$ cat src/rtl/flap_input_arbiter.sv
// -----------------------------------------------------------------------------
// flap_input_arbiter
//
// Front end for the player flap buttons. Each raw key is synchronised,
// debounced and rising-edge detected; every accepted press becomes a pending
// request. Pending requests are granted round-robin as one-cycle flap pulses,
// with an enforced cooldown between consecutive flaps.
//
// Ports
//   Clock     system clock, all logic on the rising edge
//   Reset     asynchronous, active-high; clears all state
//   key       raw active-high buttons, asynchronous to Clock
//   enable    game running; 0 clears pending requests and suppresses grants
//   flap      one-cycle pulse per granted press
//   flap_src  index of the key served; holds its last value when flap=0
//   pending   registered pending-request bits
//   busy      high while the arbiter is granting or cooling down
//   dropped   saturating count of presses merged into an already-pending bit
// -----------------------------------------------------------------------------
module flap_input_arbiter #(
    parameter int unsigned N_KEYS          = 2,
    parameter int unsigned SYNC_STAGES     = 2,
    parameter int unsigned DEBOUNCE_CYCLES = 4,
    parameter int unsigned COOLDOWN_CYCLES = 8,
    localparam int unsigned SRC_W          = (N_KEYS > 1) ? $clog2(N_KEYS) : 1
) (
    input  logic              Clock,
    input  logic              Reset,
    input  logic [N_KEYS-1:0] key,
    input  logic              enable,
    output logic              flap,
    output logic [SRC_W-1:0]  flap_src,
    output logic [N_KEYS-1:0] pending,
    output logic              busy,
    output logic [7:0]        dropped
);

    localparam int unsigned DC_W = (DEBOUNCE_CYCLES > 1) ? $clog2(DEBOUNCE_CYCLES) : 1;
    localparam int unsigned CD_W = $clog2(COOLDOWN_CYCLES + 1);
    localparam logic [DC_W-1:0] DC_MAX = DC_W'(DEBOUNCE_CYCLES - 1);

    typedef enum logic [1:0] {
        StIdle,
        StGrant,
        StCooldown
    } state_e;

    // ---------------------------------------------------------------------
    // Input conditioning: synchroniser, debouncer, edge detector
    // ---------------------------------------------------------------------
    logic [N_KEYS-1:0][SYNC_STAGES-1:0] sync_q, sync_d;
    logic [N_KEYS-1:0][DC_W-1:0]        dc_q, dc_d;
    logic [N_KEYS-1:0]                  sync_s;
    logic [N_KEYS-1:0]                  deb_q, deb_d;
    logic [N_KEYS-1:0]                  deb_prev_q, deb_prev_d;
    logic [N_KEYS-1:0]                  rise;

    always_comb begin
        for (int i = 0; i < N_KEYS; i++) begin
            sync_d[i] = {sync_q[i][SYNC_STAGES-2:0], key[i]};
            sync_s[i] = sync_q[i][SYNC_STAGES-1];
        end
    end

    // The counter restarts whenever the synchronised level agrees with the
    // accepted level, so only a run of DEBOUNCE_CYCLES disagreeing samples
    // flips the debounced output.
    always_comb begin
        for (int i = 0; i < N_KEYS; i++) begin
            dc_d[i]  = '0;
            deb_d[i] = deb_q[i];
            if (sync_s[i] != deb_q[i]) begin
                if (dc_q[i] == DC_MAX) begin
                    deb_d[i] = sync_s[i];
                end else begin
                    dc_d[i] = dc_q[i] + DC_W'(1);
                end
            end
        end
    end

    assign deb_prev_d = deb_q;
    assign rise       = deb_q & ~deb_prev_q;

    // ---------------------------------------------------------------------
    // Arbiter state
    // ---------------------------------------------------------------------
    state_e              state_q, state_d;
    logic [SRC_W-1:0]    grant_q, grant_d;
    logic [SRC_W-1:0]    last_grant_q, last_grant_d;
    logic [CD_W-1:0]     cd_q, cd_d;
    logic [N_KEYS-1:0]   pending_q, pending_d;
    logic [7:0]          dropped_q, dropped_d;

    // Round-robin pick: rotate the pending vector so that bit 0 corresponds
    // to last_grant+1, take the lowest set bit, then map it back.
    logic [2*N_KEYS-1:0] pend2;
    logic [SRC_W:0]      shamt;
    logic [N_KEYS-1:0]   rot;
    int                  sel_off;
    logic [SRC_W-1:0]    sel_idx;

    always_comb begin
        pend2   = {pending_q, pending_q};
        shamt   = {1'b0, last_grant_q} + (SRC_W + 1)'(1);
        rot     = N_KEYS'(pend2 >> shamt);
        sel_off = 0;
        for (int j = N_KEYS - 1; j >= 0; j--) begin
            if (rot[j]) begin
                sel_off = j;
            end
        end
        sel_idx = SRC_W'((int'(last_grant_q) + 1 + sel_off) % int'(N_KEYS));
    end

    // ---------------------------------------------------------------------
    // Pending capture and drop counting
    // ---------------------------------------------------------------------
    logic [N_KEYS-1:0] clr;
    logic              drop_any;

    always_comb begin
        clr = '0;
        for (int j = 0; j < N_KEYS; j++) begin
            clr[j] = (state_q == StGrant) && enable && (grant_q == SRC_W'(j));
        end
    end

    always_comb begin
        drop_any  = 1'b0;
        pending_d = pending_q;
        for (int j = 0; j < N_KEYS; j++) begin
            if (!enable) begin
                pending_d[j] = 1'b0;
            end else if (clr[j]) begin
                // A press landing on the clearing edge re-arms the bit.
                pending_d[j] = rise[j];
            end else if (rise[j]) begin
                if (pending_q[j]) begin
                    drop_any = 1'b1;
                end
                pending_d[j] = 1'b1;
            end
        end
        dropped_d = dropped_q;
        if (drop_any && (dropped_q != 8'hFF)) begin
            dropped_d = dropped_q + 8'd1;
        end
    end

    // ---------------------------------------------------------------------
    // Grant / cooldown sequencing
    // ---------------------------------------------------------------------
    always_comb begin
        state_d      = state_q;
        grant_d      = grant_q;
        last_grant_d = last_grant_q;
        cd_d         = cd_q;
        if (!enable) begin
            state_d = StIdle;
            cd_d    = '0;
        end else begin
            case (state_q)
                StIdle: begin
                    if (|pending_q) begin
                        state_d = StGrant;
                        grant_d = sel_idx;
                    end
                end
                StGrant: begin
                    state_d      = StCooldown;
                    last_grant_d = grant_q;
                    cd_d         = CD_W'(COOLDOWN_CYCLES);
                end
                StCooldown: begin
                    if (cd_q == CD_W'(1)) begin
                        state_d = StIdle;
                    end else begin
                        cd_d = cd_q - CD_W'(1);
                    end
                end
                default: begin
                    state_d = StIdle;
                end
            endcase
        end
    end

    always_ff @(posedge Clock or posedge Reset) begin
        if (Reset) begin
            sync_q       <= '0;
            dc_q         <= '0;
            deb_q        <= '0;
            deb_prev_q   <= '0;
            pending_q    <= '0;
            dropped_q    <= '0;
            state_q      <= StIdle;
            grant_q      <= '0;
            last_grant_q <= SRC_W'(N_KEYS - 1);
            cd_q         <= '0;
        end else begin
            sync_q       <= sync_d;
            dc_q         <= dc_d;
            deb_q        <= deb_d;
            deb_prev_q   <= deb_prev_d;
            pending_q    <= pending_d;
            dropped_q    <= dropped_d;
            state_q      <= state_d;
            grant_q      <= grant_d;
            last_grant_q <= last_grant_d;
            cd_q         <= cd_d;
        end
    end

    // flap is gated by enable so that disabling the game kills a pulse at once.
    assign flap     = (state_q == StGrant) && enable;
    assign flap_src = grant_q;
    assign busy     = (state_q != StIdle);
    assign pending  = pending_q;
    assign dropped  = dropped_q;

endmodule
$ cat config.mk
export PLATFORM = sky130hd
export DESIGN_NAME = flap_input_arbiter
export DESIGN_NICKNAME = d
export VERILOG_FILES = /design/src/rtl/flap_input_arbiter.sv
export SDC_FILE = /design/constraint.sdc
export NUM_CORES = 1
export LEC_CHECK = 0
export ABC_AREA = 1
export BUFFER_PORTS_ARGS = -buffer_cell sky130_fd_sc_hd__buf_2
export CAP_MARGIN = 40
export CORE_MARGIN = 2
export CORE_UTILIZATION = 59
export CTS_BUF_LIST = sky130_fd_sc_hd__clkbuf_2
export DETAILED_ROUTE_END_ITERATION = 7
export PLACE_DENSITY = 0.86
export SKIP_LAST_GASP = 1
export SYNTH_ARGS = -nofsm -noshare
export SYNTH_HDL_FRONTEND = slang
export SYNTH_SLANG_ARGS = --single-unit
$ cat constraint.sdc
create_clock -name Clock -period 1.95 [get_ports Clock]
set_clock_uncertainty 0.15 [all_clocks]
set_input_delay 0.2925 -clock Clock [delete_from_list [all_inputs] [get_ports Clock]]
set_output_delay 0.2925 -clock Clock [all_outputs]
set_load 0.02 [all_outputs]
### After elaboration in Yosys (flattened, before gate mapping)

Index checks and enable logic that the tools add are counted.

| cells by class | value |
|---|---|
| $add $sub $neg | 7 |
| equal/unequal tests | 14 |
| shift operators | 1 |
| muxes and demuxes | 27 |
| bitwise logic cells | 3 |
| reductions and logical operators | 13 |

Operator list:

| cell | number |
|---|---|
| $mux 1 | 16 |
| $mux 2 | 7 |
| $reduce_and 2->1 | 5 |
| $ne 3x1->1 const B | 3 |
| $ne 3x3->1 const B | 3 |
| $add 8x1->8 const B | 1 |
| $mux 4 | 2 |
| $ne 8x8->1 const B | 1 |
| $pmux 4 s2 | 1 |
| $eq 2x2->1 const B | 3 |
| $pmux 2 s3 | 1 |
| $add 2x1->2 const B | 2 |
| $eq 4x1->1 const B | 1 |
| $logic_and 1x1->1 | 4 |
| $shr 4x2->2 | 1 |
| $sub 4x1->4 const B | 1 |
| $reduce_and 3->1 | 1 |
| $add 1x1->2 const B | 1 |
| $and 2x2->2 | 1 |
| $eq 2x1->1 const B | 1 |
| $logic_not 2->1 | 1 |
| $ne 1x1->1 | 2 |
| $not 2->2 | 1 |
| $reduce_bool 2->1 | 1 |
| other kinds (4) | 4 |

| storage, ports and cells | value |
|---|---|
| flip-flop bits (word level) | 30 |
| output and inout port bits | 13 |
| logic and storage cells | 79 |

### Logic depth before layout (Yosys ltp)

| logic depth | value |
|---|---|
| depth in word-level cells | 10 |
| gate-level depth with buffers | 8 |
| gate-level depth less buffers | 8 |

### Least setup slack after synthesis

No wires, ideal clock.

| timing | value |
|---|---|
| path kind | register to register |
| start point | reg dropped_q[0], in the netlist dropped[0] |
| end point | reg dropped_q[2], in the netlist dropped[2] |
| setup time | 0.118 ns |
| arrival | 1.326 ns |
| data required time | 1.682 ns |
| slack | 0.356 ns |
| cell stages (with the launch flop) | 8 |
| buffers on the path | 0 |
| period minus slack after synthesis | 1.594 ns |
| cell sequence | dfrtp_1 > ha_1 > inv_1 > nor2_4 > a21oi_4 > nand2_4 > nand2_1 > nand2_1 |

| between the ends | value |
|---|---|
| longest elaborated chain between the ends | 2 |
| elaborated cells between the ends (all ways) | 3 |
| those cells by class | add/sub (1); eq/ne (1); reduce/logical (1) |

Ends and longest elaborated chain:

| element | RTL line | RTL |
|---|---|---|
| start, declared | 93 | `logic [7:0] dropped_q, dropped_d;` |
| start signal, assigned | 207 | `dropped_q <= dropped_d;` |
| branches (longest 2 deep; another with $add 8x1->8) | n/a |  |

Parallel ways; which one is timed is not known.
A chain may end at the register's enable or synchronous reset.

### Worst setup path in the final report

| timing | value |
|---|---|
| start point | reg state_q[1] |
| end point | out flap |

| between the ends | value |
|---|---|
| longest elaborated chain between the ends | 2 |

Ends and longest elaborated chain:

| element | RTL line | RTL |
|---|---|---|
| start, declared | 88 | `state_e state_q, state_d;` |
| start signal, assigned | 197 | `state_q <= StIdle;` |
| start signal, assigned | 208 | `state_q <= state_d;` |
| $eq 2x1->1 | 216 | `assign flap = (state_q == StGrant) && enable;` |
| $logic_and 1x1->1 | 216 |  |
| end, declared | 31 | `output logic flap,` |

No other way between the ends.

==> metrics <==
Layout fillers 176; CP bufs+invs 2; final-report setup violation count 0; Largest stage delay, worst path 0.40 ns; sw frac 41.32%; Post-route DRC 0; count of cell types in the netlist 25; RSZ-0062 raised after global routing no; required time at the worst-slack endpoint 1.51 ns; DP Area 1563 um2; Clock Tree Buf Depth 2; antenna-violating nets left 0; cells taking the most area after synthesis dfrtp_1 51%, nand2_1 12%, nand3_1 5.2%; hold violation total from the final report 0; Worst Setup Start Kind flip-flop; post-route fraction of the period consumed by the critical path 86.12%; class of the tightest hold or removal check in -> reg; largest net degree at the start of global routing 31; final routed wirelength across all metal layers 2831 um; post-route core utilization 72.36%; Design Area, Final 1632 um2; post-cts repair resize count 0; vias in the first global route 1158; setup TNS 0 ns; dominant cell type by area after synthesis dfrtp_1; via-per-instance ratio 5.468; clock buffer count from CTS 5; clk_lat worst skew 0.37 ns; area fraction of the dominant cell type after synthesis 50.57%; number of register bits inferred by synthesis 30; first-pass detailed-route iteration total 6; layout overhead on the synthesized area 13.69%; run status finished, final reports clean; Max transition margin 75.58%; Crit Path Max Fanout 8; via count 1192; Switching Power 0.0008003 W; Slew Viols, Final 0; layout cells sized above 1 20.00%; Total Routing Usage GR 24.97%; setup slack on the worst flop-to-flop path 0.29 ns; Comb power frac 35.8%; number of instances in the synthesized netlist 161; Yosys warning count 0; die outline area 2843 um2; depth of the CTS H-tree 2; Chip Width 53.32 um; static leakage 0.8548 nW; buffer type at the clock tree root clkbuf_2; area occupied by registers 752.0 um2; post-CTS clock slew at the launch and capture registers of the worst setup and hold paths 0.17 ns; Peak supply drop 0.7876 mV; number of buffers added for setup after CTS 0; Int Pwr 0.001137 W; antenna violations before repair 0; final estimated routing congestion in global placement 0.8908; drt wl/cell 12.99 um; Slew @ Worst Pin 0.3663 ns; Starting DRT DRC Count 20; critical path capture point type primary output; Largest delay share family, worst path flip-flops; Overflow after GRT 0; CTS sink cnt 30; synthesized area 1435 um2; area of the placeable core 2255 um2; die height 53.32 um; final standard cell count with taps included and fillers excluded 218; # Max-Cap Violations 0; starting utilization of the core area 63.65%; category of the most critical setup path reg -> out; worst-path cell with the longest stage delay dfrtp_1; arrival time worst endpoint 1.24 ns; CTS tree done; net count of the mapped netlist 171; input/output buffers 17; min Tclk post-route 1.679 ns; cell-by-cell listing of the critical path inv_2 -> nand2_1 -> nor2_1 -> buf_2; global-route wire length before repair 4850 um; Ports 18; multi-input combinational cell area 611.8 um2; Tot Pwr 0.001937 W; relative contribution of sequential cells to total power 48.8%; total inserted antenna cells 0; number of placed cells counting well taps 207; part of the power in the clock network 15.4%; hpwl dp 2083 um; Fmax 0.5955 GHz; P per Cell Area 1187 nW/um2; Seq/Total Area, Yosys 52.40%; net total in the final layout 199; site row count 17; mean instance size in the synthesized netlist 8.914 um2
==> power by group through the flow <==
stage / clock [W] / combinational (W) / sequential [W]
6_report: 0.000299 / 0.000693 / 0.000946
5_1_grt: 0.000329 / 0.000781 / 0.000973
4_1_cts: 0.000304 / 0.000699 / 0.000945
3_5_place_dp: 0 / 0.000685 / 0.000959
3_3_place_gp: 0 / 0.000637 / 0.000943
2_1_floorplan: 0 / 0.000438 / 0.000993
==> path summary, 6_finish.rpt <==
check                      depth (start not counted)                  endpoint                   start
max                                                4                      flap  state_q[1]$_DFFE_PP0P_
min                                                3    pending[0]$_DFFE_PP0P_                  enable
max reg2reg                                        7    dropped[6]$_DFFE_PP0P_  dropped[0]$_DFFE_PP0P_
min reg2reg                                        0       sync_q[1]$_DFF_PP0_     sync_d[1]$_DFF_PP0_
max in group asynchronous                          4  last_grant_q$_DFFE_PP1N_                   Reset
min in group asynchronous                          4    pending[0]$_DFFE_PP0P_                   Reset
==> metrics by stage <==
stage	setup slack (ns)	hold WS [ns]
final	0.2707	0.1122
after floorplan	0.3560	0.1739
after global routing	0.1749	0.08608
after global placement	0.4072	0.1881
after CTS	0.2564	0.09374
after detailed placement	0.3418	0.1928
==> metal layers <==
| metal | routed length [um] | vias to the layer above | global-route usage (%) |
|---|---|---|---|
| met2 | 1529 | 43 | 42.59 |
| met4 | 68 | 0 | 11.97 |
| met1 | 1094 | 568 | 26.95 |
| met5 | 0 | - | 0 |
| li1 | - | 569 | - |
| met3 | 139 | 12 | 9.322 |
==> cell usage in the layout (no fill, tap or decap) <==
master,n
nand3_1,15
o21ai_0,6
nor3_1,2
nand2_4,2
clkbuf_2,6
inv_1,17
buf_2,17
clkinv_1,1
nand4_1,2
buf_4,1
nor2_4,1
mux2_2,1
a21oi_4,1
nand3_2,1
nand3b_1,2
dlygate4sd3_1,3
inv_2,2
dfrtp_1,29
nand2_2,2
nor3_2,1
nand4_2,1
nand2_1,44
xnor2_1,3
xor2_1,3
dfstp_2,1
nor2_1,15
a21oi_1,3
o22ai_1,1
ha_1,5
o21ai_1,1
clkinv_2,1
==> what timing repair did <==
action                                  4_1_cts  5_1_grt
hold buffers                                  3        0
endpoints found under the hold margin        31        0
endpoints found under the setup margin        0        0
==> registers in the layout (all words and copies together) (netlist names) <==
name	count
dropped	8
cd_q	4
dc_q	4
deb_prev_d	2
deb_prev_q	2
pending	2
state_q	2
sync_d	2
sync_q	2
flap_src	1
last_grant_q	1
==> logic make-up (layout without fill, tap and decap cells) <==
group / count (synthesis) / in the layout / synth area share [%]
simple gates: 88 / 88 / 28.77
xor+xnor: 6 / 6 / 3.662
compound gates: 12 / 12 / 5.057
flops: 30 / 30 / 52.40
fa+ha+maj: 5 / 5 / 4.359
buf+inv: 19 / 48 / 4.970
mux: 1 / 1 / 0.7846
==> final cells by class <==
type | count | area share (%)
Multi-Input combinational cell | 112 | 37.50
Tap cell | 28 | 2.147
Inverter | 19 | 4.371
Clock buffer | 6 | 1.840
Sequential cell | 30 | 46.09
Timing Repair Buffer | 21 | 7.515
Clock inverter | 2 | 0.5368
==> tightest hold or removal path: stages <==
cell and delay, ns:
buf_2 0.14, inv_2 0.13, a21oi_1 0.06
==> synth_stat cells, drive strengths merged <==
| library cell | instances |
|---|---|
| a21oi | 4 |
| dfrtp | 29 |
| dfstp | 1 |
| ha | 5 |
| inv | 19 |
| mux2 | 1 |
| nand2 | 48 |
| nand3 | 16 |
| nand3b | 2 |
| nand4 | 3 |
| nor2 | 16 |
| nor3 | 3 |
| o21ai | 7 |
| o22ai | 1 |
| xnor2 | 3 |
| xor2 | 3 |
Power figures use the tool's default switching activity.
